### src/rtl/ibex_pkg.sv
// Shared fetch-path definitions: compressed-opcode mask, fetch FIFO word record
// and a helper that classifies a 16-bit parcel.
package ibex_pkg;

  localparam logic [1:0] OPCODE_C_MASK = 2'b11;

  typedef struct packed {
    logic [31:0] rdata;
    logic [31:0] addr;
    logic        err;
  } fetch_word_t;

  // A parcel is compressed unless its two lowest opcode bits are both set.
  function automatic logic is_compressed(input logic [1:0] opc);
    return (opc & OPCODE_C_MASK) != OPCODE_C_MASK;
  endfunction

endpackage

### src/rtl/ibex_fetch_aligner.sv
// Splits/stitches 32-bit fetch words into RV32/RVC instruction parcels with PC and
// bus-error tagging; a redirect flushes the one-word buffer and restarts.
module ibex_fetch_aligner
  import ibex_pkg::*;
#(
  parameter logic [31:0] ResetPc = 32'h0000_0000
) (
  input  logic        clk_i,
  input  logic        rst_i,
  input  logic        in_valid_i,
  output logic        in_ready_o,
  input  logic [31:0] in_rdata_i,
  input  logic [31:0] in_addr_i,
  input  logic        in_err_i,
  input  logic        redirect_i,
  input  logic [31:0] redirect_addr_i,
  output logic        out_valid_o,
  input  logic        out_ready_i,
  output logic [31:0] out_instr_o,
  output logic [31:0] out_pc_o,
  output logic        out_err_o,
  output logic        out_err_plus2_o
);

  logic [31:0] word_q, word_d;
  logic [29:0] waddr_q, waddr_d;
  logic        werr_q, werr_d;
  logic        wvalid_q, wvalid_d;
  logic        hsel_q, hsel_d;
  logic        hold_q, hold_d;

  fetch_word_t in_word;
  logic        lo_c, hi_c;
  logic        active, straddle, out_hs, in_hs, consumed;
  logic        unused_bits;

  assign in_word = '{rdata: in_rdata_i, addr: in_addr_i, err: in_err_i};
  assign unused_bits = ^{in_word.addr[1:0], redirect_addr_i[31:2], redirect_addr_i[0]};

  assign lo_c     = is_compressed(word_q[1:0]);
  assign hi_c     = is_compressed(word_q[17:16]);
  assign active   = wvalid_q & ~hold_q & ~redirect_i;
  // Upper half starts a 32-bit instruction: the rest lives in the incoming word.
  assign straddle = active & ~werr_q & hsel_q & ~hi_c;

  always_comb begin
    out_valid_o     = 1'b0;
    out_instr_o     = 32'h0;
    out_pc_o        = 32'h0;
    out_err_o       = 1'b0;
    out_err_plus2_o = 1'b0;
    if (active) begin
      out_pc_o = {waddr_q, hsel_q, 1'b0};
      if (werr_q) begin
        out_valid_o = 1'b1;
        out_err_o   = 1'b1;
      end else if (!hsel_q) begin
        out_valid_o = 1'b1;
        out_instr_o = lo_c ? {16'h0, word_q[15:0]} : word_q;
      end else if (hi_c) begin
        out_valid_o = 1'b1;
        out_instr_o = {16'h0, word_q[31:16]};
      end else begin
        out_valid_o     = in_word.err | in_valid_i ? in_valid_i : 1'b0;
        out_instr_o     = {in_word.rdata[15:0], word_q[31:16]};
        out_err_o       = in_word.err;
        out_err_plus2_o = in_word.err;
      end
    end
    if (!out_valid_o) begin
      out_instr_o     = 32'h0;
      out_pc_o        = 32'h0;
      out_err_o       = 1'b0;
      out_err_plus2_o = 1'b0;
    end
  end

  assign out_hs   = out_valid_o & out_ready_i;
  assign consumed = out_hs & ~werr_q & (hsel_q ? hi_c : ~lo_c);

  always_comb begin
    if (straddle) begin
      in_ready_o = out_ready_i;
    end else begin
      in_ready_o = ~redirect_i & ~hold_q & (~wvalid_q | consumed);
    end
  end

  assign in_hs = in_valid_i & in_ready_o;

  always_comb begin
    word_d   = word_q;
    waddr_d  = waddr_q;
    werr_d   = werr_q;
    wvalid_d = wvalid_q;
    hsel_d   = hsel_q;
    hold_d   = hold_q;
    if (redirect_i) begin
      wvalid_d = 1'b0;
      hold_d   = 1'b0;
      hsel_d   = redirect_addr_i[1];
    end else if (out_hs && (werr_q || (straddle && in_word.err))) begin
      // Error beat delivered: stall until the core redirects.
      hold_d   = 1'b1;
      wvalid_d = 1'b0;
    end else begin
      if (out_hs && !straddle) begin
        hsel_d = ~hsel_q & lo_c;
      end
      if (in_hs) begin
        word_d   = in_word.rdata;
        waddr_d  = in_word.addr[31:2];
        werr_d   = in_word.err;
        wvalid_d = 1'b1;
      end else if (consumed) begin
        wvalid_d = 1'b0;
      end
    end
  end

  always_ff @(posedge clk_i) begin
    if (rst_i) begin
      word_q   <= 32'h0;
      waddr_q  <= ResetPc[31:2];
      werr_q   <= 1'b0;
      wvalid_q <= 1'b0;
      hsel_q   <= 1'b0;
      hold_q   <= 1'b0;
    end else begin
      word_q   <= word_d;
      waddr_q  <= waddr_d;
      werr_q   <= werr_d;
      wvalid_q <= wvalid_d;
      hsel_q   <= hsel_d;
      hold_q   <= hold_d;
    end
  end

endmodule
### config.mk
export PLATFORM = sky130hd
export DESIGN_NAME = ibex_fetch_aligner
export DESIGN_NICKNAME = d
export VERILOG_FILES = /design/src/rtl/ibex_pkg.sv /design/src/rtl/ibex_fetch_aligner.sv
export SDC_FILE = /design/constraint.sdc
export NUM_CORES = 1
export LEC_CHECK = 0
export CORE_ASPECT_RATIO = 2
export CORE_MARGIN = 10
export CORE_UTILIZATION = 39
export CTS_BUF_LIST = sky130_fd_sc_hd__clkbuf_4
export CTS_CLUSTER_DIAMETER = 150
export DETAILED_ROUTE_END_ITERATION = 16
export PLACE_DENSITY = 0.79
export SLEW_MARGIN = 20
export SYNTH_ARGS = -nofsm -noshare
export SYNTH_HDL_FRONTEND = slang
export SYNTH_SLANG_ARGS = --single-unit
### constraint.sdc
create_clock -name clk_i -period 1.8 [get_ports clk_i]
set_clock_uncertainty 0.05 [all_clocks]
set_input_delay 0.27 -clock clk_i [delete_from_list [all_inputs] [get_ports clk_i]]
set_output_delay 0.27 -clock clk_i [all_outputs]
set_load 0.02 [all_outputs]
==> flow_summary_export.csv <==
group,metric,value,unit
setup_path,crit_chain,"nor4b_2 -> buf_4 -> o21ai_4 -> buf_12 -> nor3b_2 -> buf_4",
synth,synth_cells,416,
clock_network,h-tree-depth,3,
synth,yosysUniqueCellTypes,32,
sta,finalSetupTns,-29.25,ns
setup_path,cp_common_cell,"buf_4",
flow_run,maxCapViolations,0,
clock_network,cts_root_buf,"clkbuf_4",
placed_design,portBuffers,135,
floorplanning,fp.dieW,89.75,um
placed_design,gp_congestion,0.8546,
sta,clock.fmax,475.3,MHz
sta,final-hold-violation-count,0,
final_layout,drive_gt1_share,35.58,%
setup_path,cp_data_required_time,1.48,ns
clock_network,cts_sinks,66,
sta,setup_viol,130,
clock_network,cts_buffers,9,
routing,vias,3623,
setup_path,critPathMaxStageDelay,0.35,ns
sta,timing.final.crit_period,2.104,ns
synth,synthArstFlopShare,0,%
placed_design,dp.cells,692,
routing,drc_errors,0,
run_status,status,"finished, violations left",
floorplanning,row_count,50,
final_layout,syn_to_final_growth,62.97,%
routing,via_per_inst,5.004,
sta,final_max_slew_viol_count,0,
synth,netlist_area,0.003795,mm2
floorplanning,die_area,0.01432,mm2
synth,synth_seq_cells,66,
synth,ys.flop_type,"dfxtp_1",
floorplanning,die_h,159.5,um
final_layout,final_nets,691,
clock_network,path_clk_slew,0.10,ns
routing,drtAntennaViolNets,0,
placed_design,place_area,0.005544,mm2
global_routing,grt_pass1_vias,3932,
global_routing,grt_remaining_overflow,0,
synth,synth-xor-area-share,0,%
final_layout,fin_cells,724,
synth,synth_top_family_by_area,"simple AND/OR/NAND/NOR gates",
global_routing,grt_antenna_before_repair,1,
setup_path,crit_path_end_kind,"primary output",
floorplanning,initial_core_util,40.17,%
synth,synth_nets,518,
synth,synth_fa_ha_area_share,0,%
final_layout,mostFrequentLayoutCells,"nand2b_1, mux2i_1, clkdlybuf4s50_1",
placed_design,dp_hpwl,9.029,mm
run_status,violations,"setup timing",
power,p_leak,2.428,nW
sta,min_period_over_period,116.9,%
routing,wirelength,13.51,mm
setup_path,critPathMaxFanout,24,
synth,synth_compound_area_share,5.077,%
global_routing,track_usage,18.24,%
routing,drtIter0Drc,167,
synth,synth_edf_count,0,
synth,synth_mux_area_share,21.10,%
power,ir_drop,0.0003563,V
clock_network,cts_tree,"built",
global_routing,grt_max_degree,60,
routing,firstDrtPassIters,4,
synth,yosysWarnings,0,
sta,rsz0062_at_grt,"yes",
routing,wl_per_cell,18.67,um
synth,synth-simple-area-share,31.98,%
floorplanning,ios,170,
power,p_per_area,537.6,mW/mm2
setup_path,slowest_stage,"dfxtp_2",
clock_network,worst_skew_pair.late_latency,0.42,ns
final_layout,fin_area,0.006185,mm2
hold_path,min_path_type,"in -> reg",
synth,avgSynthCellArea,9.122,um2
clock_network,clockBufferDepth,2,
sta,setup_ws,-0.3039,ns
floorplanning,core_area,0.009447,mm2
setup_path,worstSetupPathType,"reg -> out",
final_layout,layout_commonest_cell,"nand2b_1",
power,power,3.325,mW
setup_path,worstSetupStartpointType,"flip-flop",
setup_path,cp.arrival,1.78,ns
global_routing,grt_pass1_wl,21.11,mm
synth,yosysSeqAreaShare,34.82,%
==> kinds of logic after synthesis <==
kind of cell / count (synthesis)
DFF: 66
other: 1
buffers and inverters: 37
and+or+nand+nor: 206
muxes: 80
AOI/OAI and AO/OA: 26
==> through the flow <==
stage / worst slack [ns] / hold WS (ns) / utilization, %
after CTS: -0.3237 / 0.3308 / 63.56
after global placement: -0.7591 / 0.4025 / 58.69
after global routing: -0.3773 / 0.2181 / 65.47
after detailed placement: -0.7439 / 0.4085 / 58.69
after floorplan: 0.005020 / 0.3753 / -
final: -0.3039 / 0.2071 / 65.47
==> critical path: cells and delay by family, from the launching register on <==
kind / cells / cell delay, ns
AO/OA/AOI/OAI: 1 / 0.08
buffers and inverters: 3 / 0.50
flip-flops: 1 / 0.35
AND/OR/NAND/NOR: 2 / 0.43
==> state kept, by name, summed over array words and instances (netlist names) <==
name / cells
word_q: 32
waddr_q: 30
hold_q: 1
hsel_q: 1
werr_q: 1
wvalid_q: 1
==> cell type report <==
| class | count | area, um2 |
|---|---|---|
| flip-flops and latches | 66 | 1330 |
| repair buffers | 194 | 1978 |
| fillers | 738 | 3262 |
| clock inverters | 4 | 43.79 |
| clock buffers | 11 | 82.58 |
| well taps | 130 | 162.7 |
| diodes | 1 | 2.502 |
| inverters | 2 | 7.507 |
| multi-input cells | 316 | 2577 |
==> routing by layer <==
layer	track usage (%)	share of wire, %	up-vias
met5	0	0	-
met4	12.13	4.5	0
met3	3.868	4.2	34
met2	34.11	57	113
met1	17.10	34	1753
li1	-	-	1723
==> path summary, 6_finish.rpt <==
check | slack, ns | end | cells after the start | from
hold / removal | 0.21 | hsel_q | 3 | redirect_i
hold reg to reg | 0.42 | waddr_q[4] | 2 | waddr_q[4]
setup / recovery | -0.30 | out_instr_o[16] | 6 | hold_q
setup reg to reg | -0.24 | word_q[6] | 8 | hsel_q
==> Yosys cell counts (all sizes together) (2+ instances only) <==
library cell	count	area (um2)
o21ai	2	10.00
clkbuf	25	93.84
a221oi	2	23.77
mux2i	80	800.8
and2	31	193.9
nor3b	2	15.01
a22oi	14	105.1
nand3	2	10.01
nand2	2	7.510
a21oi	3	15.01
nor2	34	127.6
buf	10	161.4
dfxtp	66	1321
nand2b	127	794.5
and3	2	17.52
inv	2	7.510
a31oi	2	12.51
==> what timing repair did <==
item / CTS / global route
gates cloned: 6 / 3
pin swaps: 19 / 3
hold buffers: 0 / 0
resized for setup: 420 / 39
setup endpoints to repair: 130 / 130
buffers inserted: 9 / 2
==> report_power, final <==
part | switching (mW) | total (mW) | internal [mW]
Combinational | 0.307 | 0.763 | 0.456
Clock | 0.523 | 0.963 | 0.439
Sequential | 0.0567 | 1.60 | 1.54
Total | 0.887 | 3.32 | 2.44
Note: power is estimated with default switching activity, not from simulation.
